$ cat src/rtl/muldiv_unit_pkg.sv
// Shared encodings for the multiply/divide unit: op codes and FSM states.
package muldiv_unit_pkg;

  typedef enum logic [2:0] {
    MD_MULT  = 3'b000,
    MD_MULTU = 3'b001,
    MD_DIV   = 3'b010,
    MD_DIVU  = 3'b011,
    MD_MTHI  = 3'b100,
    MD_MTLO  = 3'b101,
    MD_NOP0  = 3'b110,
    MD_NOP1  = 3'b111
  } md_op_e;

  typedef enum logic [1:0] {
    ST_IDLE = 2'd0,
    ST_CALC = 2'd1,
    ST_FIX  = 2'd2
  } md_state_e;

endpackage

$ cat src/rtl/muldiv_unit_signfix.sv
// Sign handling around the unsigned iterative core: magnitudes on entry,
// two's-complement correction of product or quotient/remainder at the end.
module muldiv_unit_signfix #(
  parameter int unsigned WIDTH = 32
) (
  input  logic [WIDTH-1:0]   a,
  input  logic [WIDTH-1:0]   b,
  input  logic               is_signed,
  output logic [WIDTH-1:0]   abs_a_c,
  output logic [WIDTH-1:0]   abs_b_c,
  output logic               neg_a_c,
  output logic               neg_b_c,
  input  logic               is_div,
  input  logic               neg_res,
  input  logic               neg_rem,
  input  logic [2*WIDTH-1:0] prod,
  input  logic [WIDTH-1:0]   quot,
  input  logic [WIDTH-1:0]   rem,
  output logic [WIDTH-1:0]   hi_c,
  output logic [WIDTH-1:0]   lo_c
);

  logic [2*WIDTH-1:0] prod_fix;

  // Operand magnitudes and signs (signs forced positive for unsigned ops)
  always_comb begin
    neg_a_c = is_signed & a[WIDTH-1];
    neg_b_c = is_signed & b[WIDTH-1];
    abs_a_c = neg_a_c ? WIDTH'(WIDTH'(0) - a) : a;
    abs_b_c = neg_b_c ? WIDTH'(WIDTH'(0) - b) : b;
  end

  // Result sign correction selected by op class
  always_comb begin
    prod_fix = neg_res ? (2*WIDTH)'((2*WIDTH)'(0) - prod) : prod;
    if (is_div) begin
      lo_c = neg_res ? WIDTH'(WIDTH'(0) - quot) : quot;
      hi_c = neg_rem ? WIDTH'(WIDTH'(0) - rem) : rem;
    end else begin
      hi_c = prod_fix[2*WIDTH-1:WIDTH];
      lo_c = prod_fix[WIDTH-1:0];
    end
  end

endmodule

$ cat src/rtl/muldiv_unit.sv
// Iterative multiply/divide unit owning HI/LO: 32 shift-add or restoring
// iterations, one sign-fix cycle, plus single-cycle MTHI/MTLO.
module muldiv_unit
  import muldiv_unit_pkg::*;
#(
  parameter int unsigned WIDTH = 32
) (
  input  logic             clk,
  input  logic             rst,
  input  logic             start,
  input  logic [2:0]       op,
  input  logic [WIDTH-1:0] a,
  input  logic [WIDTH-1:0] b,
  input  logic             flush,
  output logic             busy,
  output logic             done,
  output logic [WIDTH-1:0] hi,
  output logic [WIDTH-1:0] lo
);

  localparam int unsigned CNT_W = $clog2(WIDTH);
  localparam logic [CNT_W-1:0] CNT_LAST = CNT_W'(WIDTH - 1);

  md_state_e        state_q, state_d;
  logic [CNT_W-1:0] cnt_q, cnt_d;
  logic [WIDTH-1:0] acc_q, acc_d;     // product high half / partial remainder
  logic [WIDTH-1:0] mq_q, mq_d;       // multiplier / dividend shifting into quotient
  logic [WIDTH-1:0] opnd_q, opnd_d;   // |multiplicand| or |divisor|
  logic             is_div_q, is_div_d;
  logic             neg_res_q, neg_res_d;
  logic             neg_rem_q, neg_rem_d;
  logic [WIDTH-1:0] hi_q, hi_d;
  logic [WIDTH-1:0] lo_q, lo_d;
  logic             done_q, done_d;
  logic             busy_q, busy_d;

  logic             is_signed_c;
  logic [WIDTH-1:0] abs_a_c, abs_b_c;
  logic             neg_a_c, neg_b_c;
  logic [WIDTH-1:0] hi_fix_c, lo_fix_c;
  logic [WIDTH:0]   mul_sum_c;
  logic [WIDTH:0]   div_shift_c;
  logic             div_nb_c;

  assign is_signed_c = (op == MD_MULT) || (op == MD_DIV);

  muldiv_unit_signfix #(.WIDTH(WIDTH)) u_signfix (
    .a         (a),
    .b         (b),
    .is_signed (is_signed_c),
    .abs_a_c   (abs_a_c),
    .abs_b_c   (abs_b_c),
    .neg_a_c   (neg_a_c),
    .neg_b_c   (neg_b_c),
    .is_div    (is_div_q),
    .neg_res   (neg_res_q),
    .neg_rem   (neg_rem_q),
    .prod      ({acc_q, mq_q}),
    .quot      (mq_q),
    .rem       (acc_q),
    .hi_c      (hi_fix_c),
    .lo_c      (lo_fix_c)
  );

  // Next-state, iteration datapath and result write-back
  always_comb begin
    state_d   = state_q;
    cnt_d     = cnt_q;
    acc_d     = acc_q;
    mq_d      = mq_q;
    opnd_d    = opnd_q;
    is_div_d  = is_div_q;
    neg_res_d = neg_res_q;
    neg_rem_d = neg_rem_q;
    hi_d      = hi_q;
    lo_d      = lo_q;
    done_d    = 1'b0;

    mul_sum_c   = mq_q[0] ? ({1'b0, acc_q} + {1'b0, opnd_q}) : {1'b0, acc_q};
    div_shift_c = {acc_q, mq_q[WIDTH-1]};
    div_nb_c    = (div_shift_c >= {1'b0, opnd_q});

    unique case (state_q)
      ST_IDLE: begin
        if (start) begin
          case (md_op_e'(op))
            MD_MULT, MD_MULTU, MD_DIV, MD_DIVU: begin
              is_div_d  = op[1];
              acc_d     = '0;
              mq_d      = op[1] ? abs_a_c : abs_b_c;
              opnd_d    = op[1] ? abs_b_c : abs_a_c;
              // divide-by-zero keeps quotient all-ones and remainder == a
              neg_res_d = (neg_a_c ^ neg_b_c) & ~(op[1] && (b == '0));
              neg_rem_d = neg_a_c;
              cnt_d     = '0;
              state_d   = ST_CALC;
            end
            MD_MTHI: begin
              hi_d   = a;
              done_d = 1'b1;
            end
            MD_MTLO: begin
              lo_d   = a;
              done_d = 1'b1;
            end
            default: ;
          endcase
        end
      end
      ST_CALC: begin
        if (is_div_q) begin
          acc_d = div_nb_c ? WIDTH'(div_shift_c - {1'b0, opnd_q}) : div_shift_c[WIDTH-1:0];
          mq_d  = {mq_q[WIDTH-2:0], div_nb_c};
        end else begin
          acc_d = mul_sum_c[WIDTH:1];
          mq_d  = {mul_sum_c[0], mq_q[WIDTH-1:1]};
        end
        cnt_d = CNT_W'(cnt_q + 1'b1);
        if (cnt_q == CNT_LAST) begin
          state_d = ST_FIX;
        end
      end
      ST_FIX: begin
        hi_d    = hi_fix_c;
        lo_d    = lo_fix_c;
        done_d  = 1'b1;
        state_d = ST_IDLE;
      end
      default: state_d = ST_IDLE;
    endcase

    // squash wins over start and over a pending write-back
    if (flush) begin
      state_d = ST_IDLE;
      hi_d    = hi_q;
      lo_d    = lo_q;
      done_d  = 1'b0;
    end

    busy_d = (state_d != ST_IDLE);
  end

  // State and datapath registers with synchronous reset
  always_ff @(posedge clk) begin
    if (rst) begin
      state_q   <= ST_IDLE;
      cnt_q     <= '0;
      acc_q     <= '0;
      mq_q      <= '0;
      opnd_q    <= '0;
      is_div_q  <= 1'b0;
      neg_res_q <= 1'b0;
      neg_rem_q <= 1'b0;
      hi_q      <= '0;
      lo_q      <= '0;
      done_q    <= 1'b0;
      busy_q    <= 1'b0;
    end else begin
      state_q   <= state_d;
      cnt_q     <= cnt_d;
      acc_q     <= acc_d;
      mq_q      <= mq_d;
      opnd_q    <= opnd_d;
      is_div_q  <= is_div_d;
      neg_res_q <= neg_res_d;
      neg_rem_q <= neg_rem_d;
      hi_q      <= hi_d;
      lo_q      <= lo_d;
      done_q    <= done_d;
      busy_q    <= busy_d;
    end
  end

  assign busy = busy_q;
  assign done = done_q;
  assign hi   = hi_q;
  assign lo   = lo_q;

endmodule

$ cat config.mk
export PLATFORM = sky130hd
export DESIGN_NAME = muldiv_unit
export DESIGN_NICKNAME = d
export VERILOG_FILES = /design/src/rtl/muldiv_unit_pkg.sv /design/src/rtl/muldiv_unit_signfix.sv /design/src/rtl/muldiv_unit.sv
export SDC_FILE = /design/constraint.sdc
export NUM_CORES = 1
export LEC_CHECK = 0
export ABC_AREA = 0
export ABC_CLOCK_PERIOD_IN_PS = 7700
export CORE_MARGIN = 2
export CORE_UTILIZATION = 60
export CTS_BUF_LIST = sky130_fd_sc_hd__clkbuf_8
export DETAILED_ROUTE_END_ITERATION = 6
export DONT_BUFFER_PORTS = 1
export PLACE_DENSITY = 0.84
export REMOVE_ABC_BUFFERS = 1
export SYNTH_ARGS = -nofsm -noshare
export SYNTH_HDL_FRONTEND = slang
export SYNTH_SLANG_ARGS = --single-unit
$ cat constraint.sdc
create_clock -name clk -period 7.7 [get_ports clk]
set_input_delay 1.155 -clock clk [delete_from_list [all_inputs] [get_ports clk]]
set_output_delay 1.155 -clock clk [all_outputs]
set_load 0.01 [all_outputs]
==> results.json <==
{
  "status": "complete, but fails checks",
  "violations": "DRC, capacitance limit",
  "nets": 2119,
  "syn_area_per_cell_um2": 7.227,
  "cp-start-kind": "flip-flop",
  "cts_resized": 0,
  "peakVddDrop_v": 0.0001011,
  "worstMarginPinSlew_ns": 1.419,
  "cts-root-buf": "clkbuf_8",
  "synthFlopType": "dfxtp_1",
  "setup.worst_path.end": "hi[11]",
  "fill_cells": 2343,
  "maxSlewViolCount": 0,
  "die-area_mm2": 0.02645,
  "min_path_type": "flip-flop to flip-flop",
  "r2r_end": "hi[11]",
  "cap_violations": 1,
  "synth_edf_count": 0,
  "period_minus_slack_ns": 4.328,
  "n_antenna_cell": 0,
  "seq_area_frac_synth_pct": 22.81,
  "netlist-cell-type-count": 80,
  "arrival_ns": 4.74,
  "drtIter0Drc": 2417,
  "power.share.clock_pct": 31.0,
  "die_y_um": 162.6,
  "final_common_cell": "nand2_1",
  "synth-seq-cells": 172,
  "p_int_mw": 1.424,
  "path_clk_slew_ns": 0.12,
  "worstSetupPathType": "flip-flop to flip-flop",
  "drc_errors": 12,
  "start_util_pct": 60.48,
  "fmax_ghz": 0.2311,
  "core_mm2": 0.02496,
  "gp_congestion": 1.050,
  "finalCritPeriodShare_pct": 56.21,
  "leakagePower_nw": 6.009,
  "r2r_setup_slack_ns": 3.37,
  "postCtsSetupBuffers": 0,
  "die_w_um": 162.6,
  "vias": 16540,
  "area_growth_syn_to_layout_pct": 3.149,
  "hpwl_um": 40470,
  "layout_common_cells": "nand2_1, nor2_1, a21oi_1",
  "switching_power_mw": 0.8741,
  "grt_pass1_vias": 14940,
  "cts_buffer_depth": 2,
  "fin_worst_skew_ns": 0.02731,
  "wire_per_inst_um": 23.84,
  "antenna_found_initial": 0,
  "setup-tns-final_ns": 0,
  "rows": 58,
  "drt_wl_total_um": 55300,
  "worstPathMaxFanout": 21,
  "overflow": 0,
  "post_dp_cell_area_mm2": 0.01515,
  "clkSinkCount": 172,
  "final_area_mm2": 0.01557,
  "pwr-share-comb_pct": 26.4,
  "drt_pass1_iterations": 7,
  "htreeDepth": 4,
  "grtUsageTotal_pct": 40.75,
  "timing.rr.start": "neg_res_q",
  "switching_share_pct": 38.04,
  "synth_area_mm2": 0.01510,
  "pwr_density_cell_mw_per_mm2": 147.5,
  "cts_buffers": 17,
  "tritoncts": "built",
  "grt_max_degree": 116,
  "rsz0062_at_grt": "false",
  "rr_worst_depth": 9,
  "end_kind": "flip-flop",
  "final_antenna_net_count": 0,
  "worst-endpoint-required_ns": 8.11,
  "pwr-share-seq_pct": 42.6,
  "port_buffers": 0,
  "fin_util_pct": 62.38,
  "layout-drive-gt1-share_pct": 4.927,
  "yosysWarnings": 0,
  "pin_count": 137,
  "hold_violations": 0,
  "synthArstFlopShare_pct": 0,
  "grt_pass1_wl_um": 84360,
  "max-slew-margin-rel_pct": 2.966,
  "avgViaCountPerCell": 7.133,
  "startpoint": "neg_res_q",
  "cts_hold_buf": 0,
  "clkLatencyLatePin_ns": 0.51,
  "synth_cells": 2089,
  "setup_viol": 0
}
==> worst max-delay path, stage by stage (launching register included) <==
cell and delay, ns:
dfxtp_1 0.86, buf_4 0.38, inv_1 0.19, nor2_1 0.41
o21ai_1 0.27, nand2_1 0.34, nor3_1 0.10, a2111oi_0 1.21
a21oi_1 0.19, o31ai_1 0.29
==> synth_stat cells (25+ instances only) <==
master | n | area, um2
nand2_1 | 231 | 867.1
nor2_1 | 213 | 799.5
a21oi_1 | 201 | 1006
dfxtp_1 | 172 | 3443
o21ai_0 | 149 | 745.7
clkbuf_1 | 135 | 506.7
xor2_1 | 90 | 788.3
mux2i_1 | 72 | 720.7
xnor2_1 | 71 | 621.9
ha_1 | 70 | 875.8
a211oi_1 | 56 | 420.4
inv_1 | 56 | 210.2
nor3_1 | 55 | 275.3
nand3_1 | 40 | 200.2
o31ai_1 | 37 | 277.8
a21o_1 | 33 | 247.7
o41ai_1 | 31 | 271.5
nand2b_1 | 25 | 156.4
==> final cells by class <==
class	count	area, um2	area share, %
Multi-Input combinational cell	1705	10900	70.00
Sequential cell	172	3447	22.13
Tap cell	330	412.9	2.651
Clock buffer	17	234.0	1.502
Inverter	57	214.0	1.374
Clock inverter	15	191.4	1.229
Timing Repair Buffer	23	172.7	1.109
==> how the worst min path moves through the flow <==
stage                    start    endpoint  slack (ns)  depth (start not counted)
floorplan           opnd_q[16]  opnd_q[16]        0.44                          2
global placement     opnd_q[3]   opnd_q[3]        0.46                          2
detailed placement   opnd_q[3]   opnd_q[3]        0.47                          2
CTS                  opnd_q[3]   opnd_q[3]        0.49                          2
global route         opnd_q[3]   opnd_q[3]        0.50                          2
finish               opnd_q[3]   opnd_q[3]        0.49                          2
==> power groups by stage <==
stage                     combinational [mW]  sequential [mW]  clock, mW
after floorplan                        0.424            0.983          0
after global placement                 0.572            0.996          0
after detailed placement               0.582            0.996          0
after CTS                              0.586            0.976      0.708
after global routing                   0.656            0.982      0.740
final                                  0.607            0.980      0.711
==> per-stage QoR <==
stage,std cells,power [mW],hold slack [ns],worst slack [ns]
floorplan,1934,1.406,0.4425,2.144
global placement,2287,1.568,0.4641,3.680
detailed placement,2287,1.579,0.4689,3.633
CTS,2319,2.271,0.4856,3.889
global route,2319,2.377,0.4985,3.353
finish,2319,2.298,0.4894,3.372
==> kinds of logic (layout without fill, tap and decap cells) <==
family | count (synthesis) | in the layout | share of synthesized area, %
simple gates | 704 | 704 | 21.84
compound gates | 695 | 695 | 29.78
buf+inv | 212 | 112 | 5.329
flops | 172 | 172 | 22.81
xor+xnor | 161 | 161 | 9.340
mux | 73 | 73 | 4.848
fa+ha+maj | 72 | 72 | 6.066
==> state kept, by name, indices dropped and copies added (netlist names) <==
signal,count
acc_q,32
busy,1
cnt_q,5
done,1
hi,32
is_div_q,1
lo,32
mq_q,32
neg_rem_q,1
neg_res_q,1
opnd_q,32
state_q,2
==> layer usage <==
layer  track usage [%]  vias to the layer above  routed length (um)
li1                  -                     7430                   -
met1             53.86                     7651               21670
met2             60.33                     1191               23330
met3             10.49                      269                6756
met4             23.05                        0                3541
met5                 0                        -                   0
Power figures use the tool's default switching activity.
